$ cat src/rtl/aes_stub_pkg.sv
`default_nettype none
// ============================================================================
// Module   : aes_stub_pkg
// Purpose  : Shared FSM states, round-key and byte-rotation helpers for the
//            stand-in iterative cipher core.
// Revision : 1.0 - initial release
// ============================================================================
package aes_stub_pkg;

  localparam int ROT_BYTES  = 1;
  localparam int c_rot_bits = 8 * ROT_BYTES;

  // Helpers work on a fixed wide carrier; callers pass their real width and
  // cast the result back down. Supports DATA_W up to c_max_w.
  localparam int c_max_w = 1024;

  typedef logic [c_max_w-1:0] wide_t;

  typedef enum logic [1:0] {
    ST_IDLE = 2'd0,
    ST_RUN  = 2'd1,
    ST_HOLD = 2'd2
  } state_e;

  // Key XOR a repeated byte (idx+1); every byte lane is identical, so the low
  // DATA_W bits are the correct round key for any DATA_W.
  function automatic wide_t round_key(input wide_t key, input logic [7:0] idx);
    return key ^ {(c_max_w / 8){8'(idx + 8'd1)}};
  endfunction

  // Rotate the low w bits left by one byte (top byte wraps to the bottom).
  function automatic wide_t rotl8(input wide_t v, input int w);
    wide_t r;
    int    k;
    r = '0;
    for (int i = 0; i < c_max_w; i++) begin
      if (i < w) begin
        k    = (i >= c_rot_bits) ? (i - c_rot_bits) : (i + w - c_rot_bits);
        r[i] = v[k];
      end
    end
    return r;
  endfunction

  // Rotate the low w bits right by one byte (bottom byte wraps to the top).
  function automatic wide_t rotr8(input wide_t v, input int w);
    wide_t r;
    int    k;
    r = '0;
    for (int i = 0; i < c_max_w; i++) begin
      if (i < w) begin
        k    = (i + c_rot_bits < w) ? (i + c_rot_bits) : (i + c_rot_bits - w);
        r[i] = v[k];
      end
    end
    return r;
  endfunction

endpackage
`default_nettype wire

$ cat src/rtl/aes_stub_round.sv
`default_nettype none
// ============================================================================
// Module   : aes_stub_round
// Purpose  : One combinational keyed round; decrypt is the exact inverse step.
// Revision : 1.0 - initial release
// ============================================================================
module aes_stub_round
  import aes_stub_pkg::*;
#(
  parameter int DATA_W = 128
) (
  input  logic [DATA_W-1:0] s_in,
  input  logic [DATA_W-1:0] rk,
  input  logic              dec,
  output logic [DATA_W-1:0] s_out
);

  logic [DATA_W-1:0] w_enc;
  logic [DATA_W-1:0] w_dec;

  assign w_enc = DATA_W'(rotl8(wide_t'(s_in ^ rk), DATA_W));
  assign w_dec = DATA_W'(rotr8(wide_t'(s_in), DATA_W)) ^ rk;
  assign s_out = dec ? w_dec : w_enc;

endmodule
`default_nettype wire

$ cat src/rtl/aes_iter_core_stub.sv
`default_nettype none
// ============================================================================
// Module   : aes_iter_core_stub
// Purpose  : Cycle-accurate iterative cipher stand-in, one round per clock,
//            valid/ready in and out, completed-operation counter.
// Revision : 1.0 - initial release
// ============================================================================
module aes_iter_core_stub
  import aes_stub_pkg::*;
#(
  parameter int DATA_W = 128,
  parameter int ROUNDS = 10,
  parameter int CNT_W  = 16
) (
  input  logic              clk,
  input  logic              reset,
  input  logic              in_valid,
  output logic              in_ready,
  input  logic              in_enc_dec,
  input  logic [DATA_W-1:0] in_data,
  input  logic [DATA_W-1:0] in_key,
  output logic              out_valid,
  input  logic              out_ready,
  output logic [DATA_W-1:0] out_data,
  output logic              out_enc_dec,
  output logic              busy,
  output logic [CNT_W-1:0]  ops_done
);

  localparam logic [7:0] c_last_rnd = 8'(ROUNDS - 1);

  state_e            r_state;
  state_e            w_state_nxt;
  logic [7:0]        r_rnd;
  logic [DATA_W-1:0] r_s;
  logic [DATA_W-1:0] r_key;
  logic              r_dec;
  logic [DATA_W-1:0] r_out_data;
  logic              r_out_enc_dec;
  logic              r_out_valid;
  logic [CNT_W-1:0]  r_ops_done;

  logic              w_accept;
  logic              w_last;
  logic              w_handoff;
  logic [7:0]        w_rk_idx;
  logic [DATA_W-1:0] w_rk;
  logic [DATA_W-1:0] w_s_nxt;

  // Decrypt walks the key schedule backwards.
  assign w_rk_idx = r_dec ? (c_last_rnd - r_rnd) : r_rnd;
  assign w_rk     = DATA_W'(round_key(wide_t'(r_key), w_rk_idx));

  aes_stub_round #(
    .DATA_W (DATA_W)
  ) u_round (
    .s_in  (r_s),
    .rk    (w_rk),
    .dec   (r_dec),
    .s_out (w_s_nxt)
  );

  always_ff @(posedge clk) begin
    if (reset) begin
      r_state <= ST_IDLE;
    end else begin
      r_state <= w_state_nxt;
    end
  end

  always_comb begin
    w_state_nxt = r_state;
    in_ready    = 1'b0;
    busy        = 1'b0;
    w_accept    = 1'b0;
    w_last      = 1'b0;
    w_handoff   = 1'b0;
    case (r_state)
      ST_IDLE: begin
        in_ready = 1'b1;
        if (in_valid) begin
          w_accept    = 1'b1;
          w_state_nxt = ST_RUN;
        end
      end
      ST_RUN: begin
        busy = 1'b1;
        if (r_rnd == c_last_rnd) begin
          w_last      = 1'b1;
          w_state_nxt = ST_HOLD;
        end
      end
      ST_HOLD: begin
        busy = 1'b1;
        if (out_ready) begin
          w_handoff   = 1'b1;
          w_state_nxt = ST_IDLE;
        end
      end
      default: w_state_nxt = ST_IDLE;
    endcase
  end

  always_ff @(posedge clk) begin
    if (reset) begin
      r_rnd         <= '0;
      r_s           <= '0;
      r_key         <= '0;
      r_dec         <= 1'b0;
      r_out_data    <= '0;
      r_out_enc_dec <= 1'b0;
      r_out_valid   <= 1'b0;
      r_ops_done    <= '0;
    end else begin
      if (w_accept) begin
        r_s   <= in_data;
        r_key <= in_key;
        r_dec <= in_enc_dec;
        r_rnd <= '0;
      end else if (r_state == ST_RUN) begin
        r_s   <= w_s_nxt;
        r_rnd <= r_rnd + 8'd1;
      end
      // Result is taken straight from the final round so it is visible on the
      // same edge that applies that round.
      if (w_last) begin
        r_out_data    <= w_s_nxt;
        r_out_enc_dec <= r_dec;
        r_out_valid   <= 1'b1;
      end
      if (w_handoff) begin
        r_out_valid <= 1'b0;
        r_ops_done  <= r_ops_done + CNT_W'(1);
      end
    end
  end

  assign out_valid   = r_out_valid;
  assign out_data    = r_out_data;
  assign out_enc_dec = r_out_enc_dec;
  assign ops_done    = r_ops_done;

endmodule
`default_nettype wire

$ cat config.mk
export PLATFORM = sky130hd
export DESIGN_NAME = aes_iter_core_stub
export DESIGN_NICKNAME = d
export VERILOG_FILES = /design/src/rtl/aes_stub_pkg.sv /design/src/rtl/aes_stub_round.sv /design/src/rtl/aes_iter_core_stub.sv
export SDC_FILE = /design/constraint.sdc
export NUM_CORES = 1
export LEC_CHECK = 0
export CAP_MARGIN = 15
export CORE_AREA = 2 2 242 173
export DETAILED_ROUTE_END_ITERATION = 16
export DIE_AREA = 0 0 244 175
export HOLD_SLACK_MARGIN = 0.05
export PLACE_DENSITY_LB_ADDON = 0.05
export SLEW_MARGIN = 30
export SYNTH_ARGS = -nofsm -noshare
export SYNTH_HDL_FRONTEND = slang
export SYNTH_SLANG_ARGS = --single-unit
$ cat constraint.sdc
create_clock -name clk -period 5.55 [get_ports clk]
set_clock_uncertainty 0.1 [all_clocks]
set_input_delay 0.8325 -clock clk [delete_from_list [all_inputs] [get_ports clk]]
set_output_delay 0.8325 -clock clk [all_outputs]
set_load 0.1 [all_outputs]
==> results of run 1 <==
-- per-layer routing --
metal	up-vias	wire [um]
li1	8834	-
met1	8808	30220
met2	572	30300
met3	99	4862
met4	6	1605
met5	-	45
-- state kept, by name (all words and copies together) (netlist names) --
register     cells
r_dec            1
out_valid        1
r_s            128
ops_done        16
r_key          128
out_data       128
r_state          2
out_enc_dec      1
r_rnd            8
-- power breakdown --
group | switching [mW] | total [mW] | internal (mW)
sequential | 0.321 | 3.54 | 3.22
clock | 1.23 | 3.01 | 1.78
combinational | 1.23 | 2.21 | 0.976
total | 2.78 | 8.76 | 5.98
-- worst min-delay path by stage --
stage                     to  cells after the start
2_1_floorplan      r_key[70]                      2
3_3_place_gp     out_enc_dec                      2
3_5_place_dp     out_data[8]                      2
4_1_cts        out_data[120]                      2
5_1_grt        out_data[120]                      2
6_report       out_data[120]                      2
-- cell families after synthesis --
| family | Yosys count | synth area share, % |
|---|---|---|
| adders and majority gates | 8 | 0.5009 |
| buffers and inverters | 198 | 3.988 |
| AOI/OAI and AO/OA | 661 | 19.77 |
| muxes | 20 | 1.002 |
| and+or+nand+nor | 742 | 14.61 |
| xor gates and xnor gates | 418 | 18.75 |
| DFF | 413 | 41.37 |
-- metrics by stage --
| stage | hold slack [ns] | area, um2 | total power, mW |
|---|---|---|---|
| finish | 0.3613 | 25790 | 8.760 |
| global route | 0.3730 | 25790 | 9.170 |
| CTS | 0.3651 | 25720 | 8.771 |
| detailed placement | 0.3517 | 24250 | 5.755 |
| global placement | 0.3470 | 24290 | 5.697 |
| floorplan | 0.3725 | 19980 | 5.085 |
-- synth_stat cells (15+ instances only) --
master and number:
dfxtp_1 413, buf_1 15, a21oi_1 225, mux2i_1 20, a311oi_1 16, nor2_1 244, o21ai_0 200, xor2_1 134
xnor2_1 274, nand2_1 448, a22oi_1 32, and2_0 16, clkbuf_1 162, a211oi_1 161
-- worst max-delay path, delay by kind of cell (launching register included) --
family                   cells  cell delay, ns
AO/OA/AOI/OAI                1            0.33
flip-flops                   1            0.51
buffers and inverters        1            0.15
AND/OR/NAND/NOR              3            0.50
adder cells (fa/ha/maj)      1            0.26
XOR/XNOR                     3            1.49
-- area by class of cell --
| class | count | area [um2] | area share, % |
|---|---|---|---|
| clock buffers | 64 | 1318 | 5.108 |
| repair buffers | 432 | 4309 | 16.71 |
| inverters | 6 | 22.52 | 0.08732 |
| diodes | 8 | 20.02 | 0.07761 |
| multi-input cells | 1849 | 11020 | 42.74 |
| well taps | 544 | 680.7 | 2.639 |
| clock inverters | 13 | 148.9 | 0.5773 |
| flip-flops and latches | 413 | 8272 | 32.07 |
==> impl_metrics.py, run 1 <==
metrics = {
    "status": {
        "status": "finished clean",
    },
    "global_routing": {
        "grt_pass1_wl_mm": 101.5,
        "antenna_found_initial": 11,
        "grt-busiest-layer": "met2",
        "grt_overflow_total": 0,
        "grt_use_met1_pct": 43.03,
        "grt_usage_pct": 30.33,
        "grt_pass1_vias": 17530,
        "met2_usage_pct": 47.74,
        "met3_usage_pct": 4.930,
        "grt_max_degree": 259,
    },
    "run": {
        "drv_cap": 0,
    },
    "clock_network": {
        "cts_made_buffers": 43,
        "cts_resized": 0,
        "cts.sinks": 413,
        "clockRootBuffer": "clkbuf_16",
        "htree_levels": 2,
        "clock_latency_ns": 0.55,
        "post_cts_buffers": 0,
        "clockBufferDepth": 3,
        "cts_tree": "yes",
        "cts_hold_buf": 0,
        "cts.clk_slew.worst_paths_ns": 0.06,
    },
    "critical_path": {
        "crit_arrival_ns": 3.79,
        "cp-startpoint": "r_rnd[2]",
        "path_cells": "inv_1 -> ha_1 -> nand2_1 -> xor2_1 -> nor3_2 -> nor3b_2 -> xnor2_4 -> xnor2_1 -> a311oi_1",
        "start_kind": "register",
        "cp-endpoint": "r_s[15]",
        "ff2ff_path_depth": 9,
        "worstPathRequired_ns": 5.90,
        "critPathKind": "reg -> reg",
        "regToRegStartpoint": "r_rnd[2]",
        "cp_slowest_cell": "xnor2_4",
        "rrSetupSlack_ns": 2.11,
        "r2r-end": "r_s[15]",
        "cp_max_fo": 16,
        "critical-path-max-stage-delay_ns": 0.82,
        "worstSetupEndpointType": "register",
    },
    "final_layout": {
        "drive_gt1_share_pct": 5.113,
        "mostFrequentLayoutCells": "446 x nand2_1, 412 x dfxtp_1, 386 x clkdlybuf4s50_1, 273 x xnor2_1, 241 x nor2_1",
        "fill_cells": 3505,
        "area_growth_pct": 29.08,
        "stdcell_count": 3329,
        "final_util_pct": 63.82,
        "nets": 3014,
        "final_common_cell": "nand2_1",
    },
    "detailed_routing": {
        "firstDrtPassIters": 5,
        "wl_mm": 67.03,
        "dr_total_vias": 18320,
        "drt_iter0_markers": 1452,
        "antenna_left": 0,
        "drt-wirelength-per-cell_um": 20.14,
        "drc_errors": 0,
        "vias_per_cell": 5.503,
    },
    "timing": {
        "worst_pin_slew_ns": 1.050,
        "min_period_ns": 3.439,
        "worst_slack_ns": 2.111,
        "fmax_mhz": 290.8,
        "hold_viol": 0,
        "setup_viol": 0,
        "rsz0062_at_grt": "no",
        "maxSlewHeadroom_pct": 29.76,
        "slew_viol_final": 0,
        "period_share_pct": 61.96,
        "fin_tns_setup_ns": 0,
    },
    "synth": {
        "synth_area_per_cell_um2": 8.123,
        "synth-warning-count": 0,
        "synth_edf_count": 0,
        "syn_area_um2": 19980,
        "ys_top_cells_by_area": "dfxtp_1 41%, xnor2_1 12%, nand2_1 8.4%",
        "synthArstFlopShare_pct": 0,
        "synthFlopType": "dfxtp_1",
        "synth_cell_types": 47,
        "yosysSeqAreaShare_pct": 41.37,
        "synth_nets": 2729,
        "synth_top_area_share_pct": 41.37,
        "syn_inst": 2460,
        "synth_seq_cells": 413,
        "yosysTopAreaCell": "dfxtp_1",
    },
    "floorplanning": {
        "core_um2": 40420,
        "dieArea_um2": 42700,
        "rows": 62,
        "initial_core_util_pct": 49.44,
        "die_w_um": 244,
        "dieHeight_um": 175,
        "pin_count": 409,
    },
    "place": {
        "port_buffers": 408,
        "gp_congestion": 0.8588,
        "placedCellCount": 3242,
        "preCtsSetupSlack_ns": 1.930,
        "dp_hpwl_mm": 45.13,
    },
    "hold_path": {
        "min_from": "out_data[120]",
        "worstHoldPathType": "reg -> reg",
    },
    "power": {
        "ir_worst_vdd_mv": 0.2396,
        "total_leakage_power_nw": 9.053,
        "pwr_density_cell_nw_per_um2": 339.6,
    },
}
Note: power is estimated with default switching activity, not from simulation.
==> run 2: changes to the inputs <==
- CORE_AREA: 2 2 242 173 -> 2 2 250 178
- DIE_AREA: 0 0 244 175 -> 0 0 252 180
- clock period: 5.55 -> 3.1 ns (I/O delays scaled with it)
==> run 2 against run 1 <==
Compared with the run above: combinational power increased by 80%; clock-buffer cell count increased by 2; cell area decreased by 0.66%; core utilization decreased by 4.3 points; die area increased by 6.2%; critical path type unchanged; largest power group unchanged.
==> impl_metrics.py, run 2 (same netlist as run 1, synthesis figures left out) <==
metrics = {
    "place": {
        "dp_hpwl_mm": 46.36,
        "gp_congestion": 0.8481,
        "port_buffers": 408,
        "placed_cell_area_um2": 24200,
        "placedCellCount": 3278,
        "preCtsSetupSlack_ns": 0.09539,
    },
    "detailed_routing": {
        "dr_total_vias": 18270,
        "vias_per_cell": 5.434,
        "drt_iter0_markers": 1309,
        "wl_mm": 68.35,
        "drt-wirelength-per-cell_um": 20.33,
        "drc_errors": 0,
        "antenna_left": 0,
        "firstDrtPassIters": 5,
    },
    "hold_path": {
        "min_from": "reset",
        "worstHoldPathType": "in -> reg",
    },
    "critical_path": {
        "worstSetupEndpointType": "register",
        "critical-path-max-stage-delay_ns": 0.48,
        "cp_max_fo": 8,
        "regToRegStartpoint": "r_rnd[2]",
        "start_kind": "register",
        "cp_slowest_cell": "dfxtp_1",
        "path_cells": "inv_1 -> ha_1 -> and3b_1 -> o21ai_2 -> nor3_4 -> nor3b_4 -> xnor2_4 -> buf_4 -> xnor2_1 -> a311oi_1",
        "cp-startpoint": "r_rnd[2]",
        "critPathKind": "reg -> reg",
        "worstPathRequired_ns": 3.44,
        "crit_arrival_ns": 3.26,
    },
    "timing": {
        "slew_viol_final": 0,
        "worst_pin_slew_ns": 0.9753,
        "fmax_mhz": 342.9,
        "rsz0062_at_grt": "no",
        "worst_slack_ns": 0.1837,
        "min_period_ns": 2.916,
        "period_share_pct": 94.07,
        "maxSlewHeadroom_pct": 34.98,
        "fin_tns_setup_ns": 0,
        "setup_viol": 0,
        "hold_viol": 0,
    },
    "global_routing": {
        "antenna_found_initial": 14,
        "grt_max_degree": 202,
        "grt_overflow_total": 0,
        "grt_pass1_vias": 17340,
        "grt_pass1_wl_mm": 102.7,
        "grt_usage_pct": 29.04,
    },
    "clock_network": {
        "cts_tree": "yes",
        "cts.sinks": 413,
        "htree_levels": 2,
        "clockBufferDepth": 3,
        "cts_made_buffers": 43,
        "clockRootBuffer": "clkbuf_16",
        "clock_latency_ns": 0.55,
        "cts.clk_slew.worst_paths_ns": 0.06,
        "cts_hold_buf": 0,
    },
    "final_layout": {
        "area_growth_pct": 28.22,
        "nets": 3033,
        "mostFrequentLayoutCells": "446 x nand2_1, 412 x dfxtp_1, 273 x xnor2_1, 259 x clkdlybuf4s50_1, 241 x nor2_1",
        "fill_cells": 3881,
        "finalInstanceArea_um2": 25620,
        "drive_gt1_share_pct": 10.23,
        "final_common_cell": "nand2_1",
        "stdcell_count": 3362,
    },
    "run": {
        "drv_cap": 0,
    },
    "floorplanning": {
        "initial_core_util_pct": 46.38,
        "pin_count": 409,
        "core_um2": 43080,
        "rows": 64,
        "dieHeight_um": 180,
        "dieArea_um2": 45360,
        "die_w_um": 252,
    },
    "power": {
        "pwr_density_cell_nw_per_um2": 600.4,
        "total_leakage_power_nw": 9.396,
        "ir_worst_vdd_mv": 0.4222,
        "finalPower_mw": 15.38,
    },
    "status": {
        "status": "finished clean",
    },
}
run 2: power by group:
group	internal, mW	switching (mW)
clock	2.89	2.20
combinational	1.77	2.20
sequential	5.76	0.569
run 2: area by class of cell:
class                           instances  area, um2  area share (%)
Multi-Input combinational cell       1849      11060           43.17
Sequential cell                       413       8272           32.28
Timing Repair Buffer                  451       4194           16.37
Clock buffer                           66       1305           5.093
Tap cell                              561      701.9           2.740
Clock inverter                         10      50.05          0.1953
Inverter                                6      22.52         0.08790
Antenna cell                            6      15.01         0.05860
run 2: repair_timing:
item                                    4_1_cts  5_1_grt
setup buffers                                 0        2
endpoints found under the setup margin        0       43
resized for setup                             0        2
run 2: worst paths after layout:
| check | end | slack [ns] | cells past startpoint |
|---|---|---|---|
| setup reg to reg | r_s[55] | 0.18 | 10 |
| setup / recovery | r_s[55] | 0.18 | 10 |
| hold reg to reg | out_data[64] | 0.36 | 2 |
| hold / removal | r_key[127] | 0.20 | 2 |
run 2: through the flow:
stage	hold WS, ns	utilization, %
after floorplan	0.3725	-
after global placement	0.3460	56.07
after detailed placement	0.3504	56.17
after CTS	0.1846	59.32
after global routing	0.1958	59.47
final	0.2015	59.47
run 2: worst max-delay path: cells and delay by family (launching register included):
kind,cells,cell delay [ns]
flip-flops,1,0.48
AO/OA/AOI/OAI,2,0.40
AND/OR/NAND/NOR,3,0.74
buffers and inverters,2,0.44
adder cells (fa/ha/maj),1,0.34
XOR/XNOR,2,0.29
run 2: layer usage:
metal | up-vias | track usage, % | share of wire, %
met5 | - | 0 | 0.064
met4 | 6 | 8.923 | 2.7
met3 | 118 | 5.951 | 6.9
met2 | 563 | 45.95 | 45
met1 | 8705 | 39.79 | 45
li1 | 8877 | - | -
==> run 3: changes to the inputs <==
==> constraint.sdc (replaced) <==
create_clock -name clk -period 3.1 [get_ports clk]
set_clock_uncertainty 0.1 [all_clocks]
set_input_delay 0.62 -clock clk [delete_from_list [all_inputs] [get_ports clk]]
set_output_delay 0.62 -clock clk [all_outputs]
set_load 0.1 [all_outputs]
==> run 3 against run 2 <==
Compared with the run above: sequential cell count unchanged; first-iteration DRC count is 0.46% higher; cell count is 0.27% higher; core utilization up 0.28 points; routed wire length decreased by 0.28%; largest cell class unchanged.
==> impl_metrics.py, run 3 (same netlist as run 1, synthesis figures left out) <==
metrics = {
    "critical_path": {
        "worstPathRequired_ns": 3.44,
        "rrSetupSlack_ns": 0.23,
        "critPathKind": "reg -> reg",
        "worstSetupEndpointType": "register",
        "crit_arrival_ns": 3.21,
        "start_kind": "register",
        "cp_max_fo": 8,
    },
    "global_routing": {
        "grt_usage_pct": 29.10,
        "grt_pass1_vias": 17630,
        "antenna_found_initial": 14,
        "grt_pass1_wl_mm": 103.6,
        "grt_overflow_total": 0,
        "grt_max_degree": 185,
    },
    "detailed_routing": {
        "antenna_left": 0,
        "dr_total_vias": 18310,
        "drt-wirelength-per-cell_um": 20.22,
        "vias_per_cell": 5.431,
        "wl_mm": 68.16,
        "firstDrtPassIters": 5,
        "drc_errors": 0,
        "drt_iter0_markers": 1315,
    },
    "final_layout": {
        "mostFrequentLayoutCells": "446 x nand2_1, 411 x dfxtp_1, 273 x xnor2_1, 259 x clkdlybuf4s50_1, 241 x nor2_1",
        "final_common_cell": "nand2_1",
        "area_growth_pct": 28.81,
        "drive_gt1_share_pct": 10.52,
        "nets": 3039,
        "final_util_pct": 59.75,
    },
    "clock_network": {
        "clock_latency_ns": 0.54,
        "clockBufferDepth": 3,
        "cts_tree": "yes",
        "clockRootBuffer": "clkbuf_16",
        "cts.clk_slew.worst_paths_ns": 0.07,
        "htree_levels": 2,
        "cts.sinks": 413,
        "cts_made_buffers": 43,
    },
    "timing": {
        "worst_pin_slew_ns": 0.9643,
        "hold_viol": 0,
        "period_share_pct": 92.73,
        "min_period_ns": 2.875,
        "slew_viol_final": 0,
        "rsz0062_at_grt": "no",
        "fin_tns_setup_ns": 0,
        "setup_viol": 0,
        "fmax_mhz": 347.9,
        "maxSlewHeadroom_pct": 35.71,
    },
    "floorplanning": {
        "dieHeight_um": 180,
        "pin_count": 409,
        "die_w_um": 252,
        "dieArea_um2": 45360,
        "initial_core_util_pct": 46.38,
        "core_um2": 43080,
        "rows": 64,
    },
    "place": {
        "gp_congestion": 0.8528,
        "dp_hpwl_mm": 47.05,
        "port_buffers": 408,
    },
    "power": {
        "ir_worst_vdd_mv": 0.3947,
        "total_leakage_power_nw": 9.451,
        "pwr_density_cell_nw_per_um2": 602.5,
    },
    "status": {
        "status": "finished clean",
    },
    "hold_path": {
        "worstHoldPathType": "in -> reg",
    },
    "run": {
        "drv_cap": 0,
    },
}
## run 3: layer usage
metal / part of all wire [%] / wire length [um] / vias up / global-route usage (%)
met5: 0.078 / 53 / - / 0
met2: 47 / 31970 / 596 / 47.81
li1: - / - / 8881 / -
met4: 1.9 / 1322 / 8 / 7.219
met1: 44 / 30320 / 8737 / 39.87
met3: 6.6 / 4491 / 86 / 4.677
## run 3: timing repair
action                                  4_1_cts  5_1_grt
endpoints found under the setup margin        0       36
hold buffers                                  0        0
buffers inserted                              0        1
gates resized for setup                       0        4
## run 3: layout make-up
cell class / instances / area, um2
fill: 3932 / 17340
multi-input combinational: 1849 / 11070
sequential: 413 / 8273
timing repair buffer: 457 / 4238
clock buffer: 71 / 1375
tap: 561 / 701.9
clock inverter: 7 / 43.79
inverter: 6 / 22.52
antenna: 7 / 17.52
## run 3: worst paths after layout
kind	to	depth (start not counted)	start
worst max-delay path	r_s[23]	10	r_rnd[1]
worst min-delay path	r_key[94]	2	reset
worst max register to register	r_s[23]	10	r_rnd[1]
worst min register to register	out_data[120]	2	out_data[120]
## run 3: report_power, final
| group | switching [mW] | internal, mW | total (mW) |
|---|---|---|---|
| registers | 0.570 | 5.76 | 6.33 |
| logic | 2.19 | 1.77 | 3.96 |
| clock network | 2.19 | 3.03 | 5.22 |
| total | 4.95 | 10.6 | 15.5 |
## run 3: through the flow
stage               cell area, um2  std cells  worst slack (ns)  power [mW]  hold WS [ns]
floorplan                    20010       2460           0.02181       9.108        0.3725
global placement             24200       3282            0.1589       10.24        0.3483
detailed placement           24280       3285           0.07454       10.36        0.3506
CTS                          25690       3363           0.04299       15.60        0.2194
global route                 25740       3370           0.06498       16.29        0.2264
finish                       25740       3371            0.2253       15.51        0.2500
## run 3: critical path: stages, from the launching register on
cell and delay [ns]:
dfxtp_1 0.53, inv_1 0.09, ha_1 0.32, and3b_1 0.18, o21ai_2 0.09, nor3_4 0.23, nor3b_4 0.33, xnor2_4 0.21
buf_4 0.27, xnor2_1 0.11, a311oi_1 0.29
